`config.mk`:
```
export PLATFORM = sky130hd
export DESIGN_NAME = sha256_msg_sched
export DESIGN_NICKNAME = d
export VERILOG_FILES = /design/src/rtl/sha256_msg_sched.sv
export SDC_FILE = /design/constraint.sdc
export NUM_CORES = 2
export LEC_CHECK = 0
export BUFFER_PORTS_ARGS = -buffer_cell sky130_fd_sc_hd__buf_2
export CAP_MARGIN = 20
export CORE_MARGIN = 3
export CORE_UTILIZATION = 45
export DETAILED_ROUTE_END_ITERATION = 10
export PLACE_DENSITY_LB_ADDON = 0.12
export REMOVE_ABC_BUFFERS = 1
export SYNTH_ARGS = -nofsm -noshare
export SYNTH_HDL_FRONTEND = slang
export SYNTH_SLANG_ARGS = --single-unit
export TNS_END_PERCENT = 1
```
`constraint.sdc`:
```
create_clock -name clk -period 22.4 [get_ports clk]
set_input_delay 3.36 -clock clk [delete_from_list [all_inputs] [get_ports clk]]
set_output_delay 3.36 -clock clk [all_outputs]
set_load 0.02 [all_outputs]
```
`src/rtl/sha256_msg_sched.sv`:
```
// SHA-256 message schedule generator.
//
// Accepts one 512-bit message block and streams the 64 schedule words W_t
// together with the matching round constant K_t to a downstream round engine
// using a valid/ready handshake. Words 0..15 come straight from the block;
// words 16..63 are generated on the fly from a sliding 16-word window, so only
// one new word is computed per accepted transfer.
//
// Ports
//   clk        rising-edge clock
//   reset      asynchronous, active-high reset
//   start      load request, honoured only while ready=1
//   block_in   message block, M0 in [511:480] down to M15 in [31:0]
//   ready      high while idle; a start in this cycle is accepted
//   out_ready  downstream accepts the current word pair
//   valid      w_out/k_out/round_idx carry round t
//   w_out      schedule word W_t
//   k_out      round constant K_t
//   round_idx  round index t
//   last       high with valid for t = 63
//   done       one-cycle pulse after round 63 has been accepted
module sha256_msg_sched (
    input  logic         clk,
    input  logic         reset,
    input  logic         start,
    input  logic [511:0] block_in,
    output logic         ready,
    input  logic         out_ready,
    output logic         valid,
    output logic [31:0]  w_out,
    output logic [31:0]  k_out,
    output logic [5:0]   round_idx,
    output logic         last,
    output logic         done
);

    localparam int unsigned NumRounds = 64;
    localparam int unsigned WinDepth  = 16;

    // FIPS 180-4 round constants.
    localparam logic [31:0] KTable [NumRounds] = '{
        32'h428a2f98, 32'h71374491, 32'hb5c0fbcf, 32'he9b5dba5,
        32'h3956c25b, 32'h59f111f1, 32'h923f82a4, 32'hab1c5ed5,
        32'hd807aa98, 32'h12835b01, 32'h243185be, 32'h550c7dc3,
        32'h72be5d74, 32'h80deb1fe, 32'h9bdc06a7, 32'hc19bf174,
        32'he49b69c1, 32'hefbe4786, 32'h0fc19dc6, 32'h240ca1cc,
        32'h2de92c6f, 32'h4a7484aa, 32'h5cb0a9dc, 32'h76f988da,
        32'h983e5152, 32'ha831c66d, 32'hb00327c8, 32'hbf597fc7,
        32'hc6e00bf3, 32'hd5a79147, 32'h06ca6351, 32'h14292967,
        32'h27b70a85, 32'h2e1b2138, 32'h4d2c6dfc, 32'h53380d13,
        32'h650a7354, 32'h766a0abb, 32'h81c2c92e, 32'h92722c85,
        32'ha2bfe8a1, 32'ha81a664b, 32'hc24b8b70, 32'hc76c51a3,
        32'hd192e819, 32'hd6990624, 32'hf40e3585, 32'h106aa070,
        32'h19a4c116, 32'h1e376c08, 32'h2748774c, 32'h34b0bcb5,
        32'h391c0cb3, 32'h4ed8aa4a, 32'h5b9cca4f, 32'h682e6ff3,
        32'h748f82ee, 32'h78a5636f, 32'h84c87814, 32'h8cc70208,
        32'h90befffa, 32'ha4506ceb, 32'hbef9a3f7, 32'hc67178f2
    };

    typedef enum logic [0:0] {
        StIdle,
        StRun
    } state_e;

    state_e      state_q;
    logic [31:0] win_q [WinDepth];
    logic [5:0]  t_q;
    logic        done_q;

    logic [31:0] ssig0_w1;
    logic [31:0] ssig1_w14;
    logic [31:0] w_new;

    // Small sigma functions on the window taps used by the recurrence.
    always_comb begin
        ssig0_w1  = {win_q[1][6:0], win_q[1][31:7]}
                  ^ {win_q[1][17:0], win_q[1][31:18]}
                  ^ (win_q[1] >> 3);
        ssig1_w14 = {win_q[14][16:0], win_q[14][31:17]}
                  ^ {win_q[14][18:0], win_q[14][31:19]}
                  ^ (win_q[14] >> 10);
    end

    // W_{t+16} = ssig1(W_{t+14}) + W_{t+9} + ssig0(W_{t+1}) + W_t, mod 2^32.
    // Computed every cycle; it only lands in the window on a transfer.
    assign w_new = ssig1_w14 + win_q[9] + ssig0_w1 + win_q[0];

    always_ff @(posedge clk or posedge reset) begin
        if (reset) begin
            state_q <= StIdle;
            t_q     <= 6'd0;
            done_q  <= 1'b0;
            for (int i = 0; i < WinDepth; i++) begin
                win_q[i] <= 32'd0;
            end
        end else begin
            done_q <= 1'b0;
            case (state_q)
                StIdle: begin
                    // out_ready has no meaning here; only start is looked at.
                    if (start) begin
                        for (int i = 0; i < WinDepth; i++) begin
                            win_q[i] <= block_in[511 - 32*i -: 32];
                        end
                        t_q     <= 6'd0;
                        state_q <= StRun;
                    end
                end
                StRun: begin
                    // start is deliberately ignored mid-block.
                    if (out_ready) begin
                        for (int i = 0; i < WinDepth - 1; i++) begin
                            win_q[i] <= win_q[i+1];
                        end
                        win_q[WinDepth-1] <= w_new;
                        // Wraps 63 -> 0, so round_idx reads 0 back in idle.
                        t_q <= t_q + 6'd1;
                        if (t_q == 6'd63) begin
                            state_q <= StIdle;
                            done_q  <= 1'b1;
                        end
                    end
                end
                default: state_q <= StIdle;
            endcase
        end
    end

    // Outputs are decoded straight from registered state; data is forced to
    // zero outside RUN so idle/reset presents clean zeros.
    always_comb begin
        ready     = (state_q == StIdle);
        valid     = (state_q == StRun);
        w_out     = valid ? win_q[0] : 32'd0;
        k_out     = valid ? KTable[t_q] : 32'd0;
        round_idx = t_q;
        last      = valid && (t_q == 6'd63);
        done      = done_q;
    end

endmodule

```
Word level (Yosys, flattened, before mapping)
Memory sizes are Yosys's and may differ from the RTL's.
Cells that the tools add are included.

cells by class
  bitwise operators = 6
  $add $sub $neg = 4
  magnitude comparators = 1
  equality and inequality tests = 3
  reductions and logical operators = 2
  mux-type cells = 17

operator list
  cell                                                            count
  512-bit 2-to-1 mux                                              2
  512-bit one-hot mux with 2 select lines                         1
  32-bit 2-to-1 mux                                               4
  32-bit adder                                                    3
  32-bit bitwise XOR                                              2
  32-bit by 22-bit bitwise XOR with 32-bit output                 1
  32-bit by 29-bit bitwise XOR with 32-bit output                 1
  6-bit 2-to-1 mux                                                2
  6-bit one-hot mux with 2 select lines                           1
  7-bit >= comparator (second input constant)                     1
  6-bit inverter with 7-bit output                                1
  6-bit by 1-bit adder with 6-bit output (second input constant)  1
  6-bit == test (second input constant)                           1
  1-bit 2-to-1 mux                                                6
  2-bit != test (second input constant)                           2
  1-bit one-hot mux with 2 select lines                           1
  2-bit AND reduction                                             1
  1-bit logical AND                                               1
  1-bit inverter                                                  1

storage, ports and cells
  flip-flop bits (word level) = 520
  output and inout bits = 74
  ROM bits = 2048
  word-level logic and storage cells = 53
  input bits = 516
  memories kept = 1

memory list
  name             depth  bits a word  rd ports  clocked after Yosys merged registers in  wr ports  RTL line  text
  (no name shown)  64     32           1         0                                        0         135       k_out = valid ? KTable[t_q] : 32'd0;

Logic depth before layout (Yosys ltp)
  depth after elaboration = 7
  gate-level depth with buffers = 15
  depth with buffers taken out = 14

Worst setup path before layout
No wires, ideal clock.

  path kind = flip-flop to output port
  start = reg t_q[1] (netlist: round_idx[1])
  end = out k_out[3]
  buffers on the path = 2
  arrival = 2.941 ns
  path slack = 16.099 ns
  data required time = 19.040 ns
  cell stages (with the launch flop) = 10
  path through = dfrtp_1 > clkbuf_1 > inv_1 > ha_1 > clkbuf_1 > and2_1 > and2_1 > nor2_1 > o211a_1 > a211oi_1

on the way
  cells in the longest elaborated chain, start to end = 5

ends and longest elaborated chain
  element                                                 RTL line  text
  start: declaration                                      67        logic [5:0] t_q;
  start signal: assignment                                117       t_q <= t_q + 6'd1;
  6-bit inverter with 7-bit output (not written as such)  135
  memory 64 x 32 bit                                      --
  32-bit 2-to-1 mux (not written as such) (2 in series)   135
  32-bit 2-to-1 mux                                       135
  end: declaration                                        31        output logic [31:0] k_out,

Every way passes these cells. The select of a mux whose other input is x is not followed.

Final worst setup path
  start = reg t_q[3] (netlist: round_idx[3])
  end = out k_out[10]

The elaborated chain is that of the path after synthesis.

==> qor.txt <==
Slew @ Worst Pin: 1345 ps
Hold crit path type: reg2reg
DRT Pass-1 Iters: 6
Setup crit start kind: register
Setup Skew: 20.22 ps
Synth unique cells: 70
Commonest cells after routing, fill and taps aside: nand2_1, buf_2, o21ai_0
DR WL/cell: 21.71 um
Grt ovf: 0
Seq/Total Area, Yosys: 41.45%
Synthesized area: 31390 sq um
Clock buffer depth: 3
RSZ-0062 raised after global routing: false
Die width: 270.1 um
Die Span Y: 270.1 um
Design area: 36630 sq um
Average via count per standard cell: 5.393
Post-cts gate resize count: 0
Register-to-Register Path Depth: 14
Post-CTS setup repair buffer count: 0
Slew Limit Headroom: 10.33%
CTS tree: done
Fin. Hold Viols: 0
Fillers: 6571
Core area: 68830 sq um
PwrDens: 158.1 nW/um^2
Std-Cell Rows: 96
Routed WL: 104.6 mm
Layout cells sized above 1: 19.45%
Max Cap Violations: 0
First-pass GRT wire length: 158.8 mm
Initial core utilization: 45.61%
DP Area: 34600 sq um
Post-DP HPWL: 77.18 mm
Post-layout nets: 4450
Largest net degree at the start of global routing: 295
Vias: 25970
Hold Path Cell Cnt: 2
1st-iter DRT viols: 2411
Synth Flop Type: dfrtp_1
Status: finished, final reports clean
Root buffer selected by CTS: clkbuf_16
Final ANT Viol Nets: 0
Yosys reg bits: 520
Area of the die: 72970 sq um
Hold-fix buffers, CTS: 0
H-tree depth: 2
Place WS: 15040 ps
Worst endpoint required time: 19040 ps
Initial antenna violation count: 30
Setup_tns: 0 ps
Kind of end point of the critical path: primary output
Number of synthesized flops with an enable pin: 0
Clock Pin Slew Worst Setup and Hold Paths: 60 ps
Worst setup margin: 15000 ps
Buffers on Ports: 589
Post-Syn Instances: 3435
Peak VDD IR: 0.1341 mV
Post-synth ARST share: 100.0%
Max frequency: 135.0 MHz
Hold WS: 476.3 ps
Period utilization: 33.06%
Kind of critical path: reg2out
Area growth syn-to-layout: 16.67%
Critical path fanouts, max: 54
Worst-skew pair later-pin latency: 620 ps
Critical Path AT: 4040 ps
DRC viols: 0
I/O Pins: 590
Pleak: 19.76 nW
Clk sinks: 520
Vias in the first global route: 25470
GPL Wtd Cong: 0.9451
Synth warn: 0
Most common cell after layout, fill and taps aside: nand2_1
Avg Inst Size Synth: 9.139 sq um
Min Tclk post-route: 7405 ps
Num CTS Buffers: 59
Tot GR Track Use: 28.10%
Final setup vio count: 0
Pins Over Slew Limit: 0
[metal layers]
metal	GRT usage, %	vias to the layer above	wire length (um)
met5	0	-	152
met4	9.506	26	3637
met3	5.561	185	6554
met2	45.15	817	48760
met1	38.10	12390	45450
li1	-	12560	-
[synth_stat cells (all sizes together), types with 25 or more instances]
cell type  number  area share [%]
xor2           61             1.7
nand2         593             7.1
a21oi         120             1.9
nand3          25            0.40
xnor2          84             2.3
dfrtp         520              41
o21ai         570             9.1
mux2i         497              16
inv           136             1.6
buf            85             1.3
a211oi         30            0.73
nor2          126             1.5
fa             62             4.0
ha             49             2.0
clkbuf        208             2.5
[through the flow]
stage                     cells  util [%]  power [W]
after CTS                  4802     53.17   0.005789
after global placement     4693     50.27   0.004763
after floorplan            3141         -   0.003814
after global routing       4811     53.20   0.006245
after detailed placement   4693     50.27   0.004775
final                      4816     53.22   0.005793
[state kept, by name, indices dropped and copies added (netlist names)]
name,cells
round_idx,6
done,1
valid,1
win_q,512
[power breakdown]
group	switching [W]	total (W)	internal, W
clock	0.000408	0.000985	0.000578
combinational	0.00206	0.00338	0.00132
sequential	0.000245	0.00143	0.00118
[worst max-delay path, stage by stage, from the launching register on]
cell and delay, ps:
dfrtp_2 740, buf_4 530, buf_4 500, nor2_1 320
a21oi_1 300, a21o_1 150, nand2_1 50, o2111ai_1 120
o21ai_0 260, and2_1 270, buf_2 150
[kinds of logic (layout without fill, tap and decap cells)]
kind of cell	Yosys count	after routing	synth area share, %
and+or+nand+nor	864	864	11.35
buffers and inverters	430	866	5.520
muxes	507	507	16.49
other	0	14	0
DFF	520	520	41.45
adders and majority gates	111	111	5.907
xor gates and xnor gates	145	145	4.045
AOI/OAI and AO/OA	858	858	15.24
[final cells by class]
type	count	area, sq um	share of cell area, %
Multi-Input combinational cell	2485	16660	45.47
Sequential cell	520	13020	35.56
Timing Repair Buffer	621	3238	8.841
Clock buffer	85	1747	4.769
Tap cell	931	1165	3.180
Inverter	136	518.0	1.414
Clock inverter	24	245.2	0.6695
Antenna cell	14	35.03	0.09565
[worst paths after layout]
| kind | startpoint | endpoint | slack [ps] |
|---|---|---|---|
| setup / recovery | round_idx[3] | k_out[10] | 15000 |
| hold reg to reg | win_q[377] | win_q[377] | 480 |
| setup reg to reg | win_q[467] | win_q[25] | 17560 |
| max in group asynchronous | reset | win_q[340] | 17200 |
| hold / removal | win_q[377] | win_q[377] | 480 |
| min in group asynchronous | reset | win_q[261] | 2960 |
No activity file was read; power rests on OpenSTA's default activity.
